### src/rtl/div_ctrl_pkg.sv
// Shared types and funct3 decoding for the RV32M divide/remainder controller.
package div_ctrl_pkg;

    typedef enum logic [1:0] {
        IDLE = 2'd0,
        CALC = 2'd1,
        DONE = 2'd2
    } state_t;

    localparam logic [2:0] OP_DIV  = 3'b100;
    localparam logic [2:0] OP_DIVU = 3'b101;
    localparam logic [2:0] OP_REM  = 3'b110;
    localparam logic [2:0] OP_REMU = 3'b111;

    function automatic logic op_signed(input logic [2:0] op);
        return (op == OP_DIV) || (op == OP_REM);
    endfunction

    function automatic logic op_rem(input logic [2:0] op);
        return (op == OP_REM) || (op == OP_REMU);
    endfunction

endpackage

### src/rtl/div_step.sv
// One radix-2 restoring divide iteration: shift {rem,quot} left, then trial-subtract the divisor.
module div_step #(
    parameter int XLEN = 32
) (
    input  logic [XLEN:0]   rem,
    input  logic [XLEN-1:0] quot,
    input  logic [XLEN-1:0] divisor,
    output logic [XLEN:0]   rem_next,
    output logic [XLEN-1:0] quot_next
);

    logic [XLEN:0] shifted;
    logic          ge;

    always_comb begin
        shifted = {rem[XLEN-1:0], quot[XLEN-1]};
        // A set top bit means the shifted value already exceeds any XLEN-bit divisor.
        ge        = rem[XLEN] | (shifted >= {1'b0, divisor});
        rem_next  = ge ? (shifted - {1'b0, divisor}) : shifted;
        quot_next = {quot[XLEN-2:0], ge};
    end

endmodule

### src/rtl/div_ctrl.sv
// Multi-cycle DIV/DIVU/REM/REMU sequencer: holds the pipeline via busy_o, then emits one
// registered write-back beat. Division runs on magnitudes; the sign is restored at the end.
module div_ctrl
    import div_ctrl_pkg::*;
#(
    parameter int XLEN  = 32,
    parameter int CNT_W = 6
) (
    input  logic            clk,
    input  logic            rst_n,
    input  logic            start_i,
    input  logic [2:0]      op_i,
    input  logic [XLEN-1:0] dividend_i,
    input  logic [XLEN-1:0] divisor_i,
    input  logic [4:0]      rd_addr_i,
    input  logic            flush_i,
    output logic            busy_o,
    output logic [XLEN-1:0] rd_data_o,
    output logic [4:0]      rd_addr_o,
    output logic            rd_wen_o
);

    localparam logic [XLEN-1:0]  INT_MIN  = {1'b1, {(XLEN-1){1'b0}}};
    localparam logic [CNT_W-1:0] LAST_CNT = CNT_W'(XLEN - 1);

    state_t            state;
    logic [CNT_W-1:0]  count;
    logic [XLEN:0]     rem;
    logic [XLEN-1:0]   quot;
    logic [XLEN-1:0]   divisor;
    logic              rem_sel;
    logic              neg;
    logic              wen_q;

    logic              accept;
    logic              is_signed;
    logic              is_rem;
    logic              last;
    logic [XLEN-1:0]   dvd_abs;
    logic [XLEN-1:0]   dvs_abs;
    logic [XLEN:0]     step_rem;
    logic [XLEN-1:0]   step_quot;
    logic [XLEN-1:0]   result;

    div_step #(.XLEN(XLEN)) u_step (
        .rem       (rem),
        .quot      (quot),
        .divisor   (divisor),
        .rem_next  (step_rem),
        .quot_next (step_quot)
    );

    always_comb begin
        accept    = (state == IDLE) && start_i && !flush_i;
        is_signed = op_signed(op_i);
        is_rem    = op_rem(op_i);
        dvd_abs   = (is_signed && dividend_i[XLEN-1]) ? -dividend_i : dividend_i;
        dvs_abs   = (is_signed && divisor_i[XLEN-1])  ? -divisor_i  : divisor_i;
        last      = (count == LAST_CNT);
        result    = rem_sel ? step_rem[XLEN-1:0] : step_quot;
        busy_o    = accept || (state == CALC);
        // A flush in DONE must suppress the beat that is already registered.
        rd_wen_o  = wen_q && !flush_i;
    end

    // NOTE: state uses non-blocking assignments so every register samples pre-edge values.
    always_ff @(posedge clk or negedge rst_n) begin
        if (!rst_n) begin
            state     <= IDLE;
            count     <= '0;
            rem       <= '0;
            quot      <= '0;
            divisor   <= '0;
            rem_sel   <= 1'b0;
            neg       <= 1'b0;
            wen_q     <= 1'b0;
            rd_data_o <= '0;
            rd_addr_o <= '0;
        end else if (flush_i) begin
            state <= IDLE;
            wen_q <= 1'b0;
        end else begin
            unique case (state)
                IDLE: begin
                    wen_q <= 1'b0;
                    if (accept) begin
                        rem_sel   <= is_rem;
                        rd_addr_o <= rd_addr_i;
                        neg       <= is_signed && (is_rem ? dividend_i[XLEN-1]
                                                          : dividend_i[XLEN-1] ^ divisor_i[XLEN-1]);
                        if (divisor_i == '0) begin
                            rd_data_o <= is_rem ? dividend_i : '1;
                            wen_q     <= 1'b1;
                            state     <= DONE;
                        end else if (is_signed && dividend_i == INT_MIN && divisor_i == '1) begin
                            rd_data_o <= is_rem ? '0 : INT_MIN;
                            wen_q     <= 1'b1;
                            state     <= DONE;
                        end else begin
                            count   <= '0;
                            rem     <= '0;
                            quot    <= dvd_abs;
                            divisor <= dvs_abs;
                            state   <= CALC;
                        end
                    end
                end
                CALC: begin
                    rem   <= step_rem;
                    quot  <= step_quot;
                    count <= last ? count : count + 1'b1;
                    if (last) begin
                        rd_data_o <= neg ? -result : result;
                        wen_q     <= 1'b1;
                        state     <= DONE;
                    end
                end
                DONE: begin
                    wen_q <= 1'b0;
                    state <= IDLE;
                end
                default: begin
                    wen_q <= 1'b0;
                    state <= IDLE;
                end
            endcase
        end
    end

endmodule

### config.mk
export PLATFORM = sky130hd
export DESIGN_NAME = div_ctrl
export DESIGN_NICKNAME = d
export VERILOG_FILES = /design/src/rtl/div_ctrl_pkg.sv /design/src/rtl/div_step.sv /design/src/rtl/div_ctrl.sv
export SDC_FILE = /design/constraint.sdc
export NUM_CORES = 1
export LEC_CHECK = 0
export ABC_CLOCK_PERIOD_IN_PS = 7100
export CAP_MARGIN = 40
export CORE_MARGIN = 10
export CORE_UTILIZATION = 63
export CTS_CLUSTER_DIAMETER = 60
export DETAILED_ROUTE_END_ITERATION = 10
export HOLD_SLACK_MARGIN = 0.08
export PLACE_DENSITY = 0.87
export SLEW_MARGIN = 20
export SYNTH_ARGS = -nofsm -noshare
export SYNTH_HDL_FRONTEND = slang
export SYNTH_SLANG_ARGS = --single-unit
### constraint.sdc
create_clock -name clk -period 7.1 [get_ports clk]
set_input_delay 1.775 -clock clk [delete_from_list [all_inputs] [get_ports clk]]
set_output_delay 1.775 -clock clk [all_outputs]
set_load 0.01 [all_outputs]
==> results_dict.tcl, run 1 <==
set metrics [dict create \
    worst_pin_slew_ns 0.9495 \
    period_needed_ns 5.858 \
    end_kind "flop" \
    worstHoldStart "divisor[7]$_DFFE_PN0P_" \
    hold-worst-slack_ns 0.4918 \
    wl_um 36030 \
    drv_cap 0 \
    grt_max_degree 88 \
    post_cts_buffers 0 \
    async_reset_ff_share_pct 100.0 \
    yosysWarnings 0 \
    wire_per_inst_um 20.40 \
    start_util_pct 64.56 \
    slew_headroom_pct 36.70 \
    r2r_start "rem[29]$_DFFE_PN0P_" \
    synth_compound_area_share_pct 27.01 \
    antenna_found_initial 0 \
    synthXorXnorAreaFrac_pct 8.101 \
    layout_common_cells "a21oi_1, nand2_1, o21ai_0" \
    crit_top_cell "nand2_1" \
    grt_setup_unrepaired "no" \
    min_path_type "flop to flop" \
    cp_slowest_stage_delay_ns 0.51 \
    hold_depth 2 \
    peakVddDrop_mv 0.3892 \
    cts_root_buf "clkbuf_16" \
    grtUsageTotal_pct 29.68 \
    rows 48 \
    critPathLaunch "divisor_i[2]" \
    cpMaxStageDelayCell "inv_1" \
    clockBufferDepth 2 \
    detail_route.drc_violations 0 \
    ys_seq_area_share_pct 32.27 \
    finalWeightedCongestion 1.017 \
    ctsResizeCount 0 \
    synth_simple_gate_area_share_pct 20.41 \
    design.core.area_sq_um 17420 \
    cp_num_cells 14 \
    synth_top_family_by_area "compound AO/OA/AOI/OAI gates" \
    grt_pass1_vias 11280 \
    cp_top_family "simple AND/OR/NAND/NOR gates" \
    drt-initial-drc-count 1218 \
    pre_cts_ws_ns 0.9179 \
    clk_pin_slew_ns 0.07 \
    worstSetupPathType "input pin to flop" \
    grt_overflow_total 0 \
    vias 11620 \
    die_y_um 153.6 \
    num_antenna_cells 0 \
    setup_slack_ns 1.242 \
    status "finished clean" \
    critPathArrivalTime_ns 6.20 \
    period_share_pct 82.50 \
    synth_cell_types 86 \
    synth_edf_count 0 \
    netlist_area_sq_um 11240 \
    clk_latency_ns 0.44 \
    io_buffer_count 114 \
    die_w_um 153.6 \
    reg2reg_depth 16 \
    hold_viol 0 \
    syn_nets 1569 \
    finalMaxSlewViolations 0 \
    fin_nets 1642 \
    cts_buffers 17 \
    yosys_register_bits 145 \
    start_kind "input pin" \
    synthAdderAreaFrac_pct 4.295 \
    cp_cell_sequence "clkdlybuf4s50_1 -> or3_1 -> nor3b_1 -> nand2_1 -> or3_1 -> nor4_1 -> nand2_1 -> nand2_1 -> a21oi_1 -> or2_1 -> buf_4 -> inv_1 -> nand2_1 -> o21ai_0" \
    setup_violations 0 \
    synthesis.instances 1455 \
    grt_pass1_wl_um 58040 \
    final_common_cell "a21oi_1" \
    drive_gt1_share_pct 6.230 \
    crit_fanout 32 \
    cts_hold_buf 0 \
    place_hpwl_um 26770 \
    first_pass_iters 6 \
    postSynthAreaPerCell_sq_um 7.728 \
    power_density_nw_per_um2 396.2 \
    crit_buf_inv 3 \
    cts_htree_levels 4 \
    muxShareOfSynthArea_pct 2.203 \
    cts_sinks 145 \
    p_leak_nw 5.350 \
    ios 115 \
    area_growth_pct 16.35 \
    viasPerCell 6.578 \
    crit_required_ns 7.44 \
    finish.utilization_pct 75.11 \
    synth-main-ff-cell "dfrtp_1" \
    drtAntennaViolNets 0 \
    die_area_sq_um 23590 \
    skew_ns 0.009068 \
    cts_tree "done" \
    max_freq_mhz 170.7 \
    fin_tns_setup_ns 0 \
]
## path summary, 6_finish.rpt
check / end / slack (ns)
setup / recovery: rd_data_o[27]$_DFFE_PN0P_ / 1.24
max in group asynchronous: quot[21]$_DFFE_PN0P_ / 5.16
hold reg to reg: divisor[7]$_DFFE_PN0P_ / 0.49
setup reg to reg: rd_data_o[30]$_DFFE_PN0P_ / 1.65
hold / removal: divisor[7]$_DFFE_PN0P_ / 0.49
min in group asynchronous: rem[27]$_DFFE_PN0P_ / 1.13
## where the power goes
part           total [mW]  internal, mW  switching, mW
registers            1.40          1.12          0.273
logic                2.89          1.12           1.77
clock network       0.892         0.491          0.401
total                5.18          2.74           2.44
## routing by layer
layer,up-vias,global-route usage [%],wire length (um)
met5,-,0,0
met4,0,15.88,1896
met3,139,4.909,2656
met2,569,49.19,17650
met1,5524,36.19,13830
li1,5384,-,-
## sequential cells by signal (all words and copies together) (netlist names)
name       flops
quot          32
rem           33
divisor       32
rem_sel        1
count          6
neg            1
rd_data_o     32
state          2
wen_q          1
rd_addr_o      5
## synthesized netlist by cell type, types with 12 or more instances
cell type  number  area, sq um
nor4_1         16        100.1
o211ai_1       16        120.1
nand3_1        25        125.1
o21ai_0       165        825.8
ha_1           37        462.9
a31oi_1        27        168.9
o21a_1         12        90.09
nor3_1         37        185.2
inv_1          63        236.5
nand4_1        18        112.6
xor2_1         47        411.6
xnor2_1        57        499.2
or3_1          18        112.6
nor2_1        153        574.3
a21oi_1       172        860.8
nand2_1       165        619.3
dfrtp_1       145         3628
clkbuf_1       59        221.5
o31ai_1        14        105.1
## tightest hold or removal path, stage by stage (launching register included)
cell and delay [ns]:
dfrtp_1 0.34, nand2_1 0.05, o21ai_0 0.06
## logic make-up after synthesis
family                   Yosys count
AO/OA/AOI/OAI                    505
AND/OR/NAND/NOR                  494
buffers and inverters            146
flip-flops                       145
XOR/XNOR                         104
adder cells (fa/ha/maj)           38
multiplexers                      23
## area by class of cell
cell class / instances / area (sq um)
multi-input combinational: 1164 / 6994
sequential: 145 / 3630
timing repair buffer: 137 / 1369
clock inverter: 15 / 146.4
clock buffer: 17 / 425.4
fill: 1349 / 4334
inverter: 63 / 236.5
tap: 225 / 281.5
## through the flow
step,std cells,instance area [sq um],total power [mW]
2_1_floorplan,1455,11240,3.354
3_3_place_gp,1726,12400,4.117
3_5_place_dp,1728,12430,4.200
4_1_cts,1760,13000,5.114
5_1_grt,1766,13080,5.542
6_report,1766,13080,5.183
Note: power is estimated with default switching activity, not from simulation.
==> inputs of run 2 (changes only) <==
Settings changed: ABC_CLOCK_PERIOD_IN_PS 7100 to 5500, CORE_UTILIZATION 63 to 59, PLACE_DENSITY 0.87 to 0.82.
Clock period 7.1 ns to 5.5 ns, I/O delays scaled along.
==> run 2 against run 1 <==
Clock power up 31%; critical endpoint is now rd_data_o[20]$_DFFE_PN0P_; clock skew up 0.00098 ns; count of clock-buffer cells in the layout up 1; die area up 5.9%.
==> results_dict.tcl, run 2 (same netlist as run 1, synthesis figures left out) <==
set metrics [dict create \
    status "finished clean" \
    die_y_um 158.1 \
    cts_sinks 145 \
    p_leak_nw 5.422 \
    fin_tns_setup_ns 0 \
    cts_hold_buf 0 \
    crit_required_ns 5.81 \
    cts_htree_levels 4 \
    period_share_pct 87.29 \
    end_kind "flop" \
    grt_overflow_total 0 \
    start_util_pct 60.11 \
    ctsResizeCount 0 \
    peakVddDrop_mv 0.3560 \
    finalWeightedCongestion 0.9552 \
    die_w_um 158.1 \
    worst_pin_slew_ns 0.7964 \
    skew_ns 0.01005 \
    post_cts_buffers 0 \
    area_growth_pct 17.21 \
    cts_buffers 17 \
    drive_gt1_share_pct 6.654 \
    clockBufferDepth 2 \
    hold_viol 0 \
    setup_violations 0 \
    cts_root_buf "clkbuf_16" \
    viasPerCell 6.398 \
    min_path_type "flop to flop" \
    io_buffer_count 114 \
    drt-initial-drc-count 1042 \
    ios 115 \
    num_antenna_cells 0 \
    die_area_sq_um 24980 \
    antenna_found_initial 0 \
    nFillCells 1528 \
    place_hpwl_um 26530 \
    setup_slack_ns 0.6988 \
    largest_reg_flops 33 \
    fin_nets 1649 \
    power_density_nw_per_um2 510.6 \
    worstSetupPathType "input pin to flop" \
    slew_headroom_pct 46.88 \
    crit_fanout 38 \
    finalMaxSlewViolations 0 \
    regMostFlops "rem" \
    critPathArrivalTime_ns 5.11 \
    grt_pass1_wl_um 56920 \
    grt_setup_unrepaired "no" \
    first_pass_iters 5 \
    vias 11400 \
    design_area_sq_um 13180 \
    grt_pass1_vias 10980 \
    pre_cts_ws_ns 0.3569 \
    grt_max_degree 87 \
    start_kind "input pin" \
    wl_um 35520 \
    period_needed_ns 4.801 \
    finish.utilization_pct 70.46 \
    drv_cap 0 \
    clk_pin_slew_ns 0.07 \
    final_common_cell "a21oi_1" \
    clk_latency_ns 0.43 \
    wire_per_inst_um 19.93 \
    cts_tree "done" \
    layout_common_cells "a21oi_1, nand2_1, o21ai_0" \
    design.core.area_sq_um 18710 \
    place_area_sq_um 12540 \
    grtUsageTotal_pct 28.31 \
    max_freq_mhz 208.3 \
    drtAntennaViolNets 0 \
    rows 50 \
    detail_route.drc_violations 0 \
]
==> run 2: area by class of cell <==
class / count / area [sq um] / area share [%]
clock buffer: 18 / 439.2 / 3.332
tap: 234 / 292.8 / 2.221
sequential: 145 / 3630 / 27.54
clock inverter: 14 / 142.6 / 1.082
multi-input combinational: 1164 / 6994 / 53.07
timing repair buffer: 144 / 1445 / 10.96
inverter: 63 / 236.5 / 1.794
==> run 2: worst max-delay path, stage by stage <==
cell and delay, ns:
clkdlybuf4s50_1 0.50, or3_1 0.43, nor3b_1 0.43, nand2_1 0.14
or3_1 0.40, nor4_1 0.30, nand2_1 0.23, nand2_1 0.16
a21oi_1 0.07, or2_1 0.25, inv_1 0.08, buf_4 0.35
mux2_2 0.39
==> run 2: stage by stage <==
stage / hold WS [ns] / instances / power (mW)
after global placement: 0.4683 / 1745 / 5.378
after CTS: 0.4917 / 1778 / 6.656
after global routing: 0.5167 / 1782 / 7.192
after detailed placement: 0.4769 / 1746 / 5.468
after floorplan: 0.4498 / 1455 / 4.330
final: 0.4822 / 1782 / 6.730
==> run 2: power by group <==
part,switching (mW),internal (mW),leakage [nW],total (mW)
Combinational,2.25,1.49,3.34,3.74
Sequential,0.370,1.45,1.80,1.82
Clock,0.518,0.650,0.283,1.17
Total,3.14,3.59,5.42,6.73
==> run 2: final timing paths <==
kind	start	to	slack, ns	cells past startpoint
max	divisor_i[2]	rd_data_o[20]$_DFFE_PN0P_	0.70	13
min	divisor[29]$_DFFE_PN0P_	divisor[29]$_DFFE_PN0P_	0.48	2
max reg2reg	rem[13]$_DFFE_PN0P_	rd_data_o[29]$_DFFE_PN0P_	0.73	14
min reg2reg	divisor[29]$_DFFE_PN0P_	divisor[29]$_DFFE_PN0P_	0.48	2
max in group asynchronous	rst_n	quot[4]$_DFFE_PN0P_	3.62	3
min in group asynchronous	rst_n	divisor[29]$_DFFE_PN0P_	0.82	1
==> run 2: metal layers <==
layer  wire, um  GRT usage (%)  part of all wire, %
met1      14440          35.46                   41
met3       2290          4.532                  6.4
met4       1440          12.79                  4.1
met2      17350          47.04                   49
met5          0              0                    0
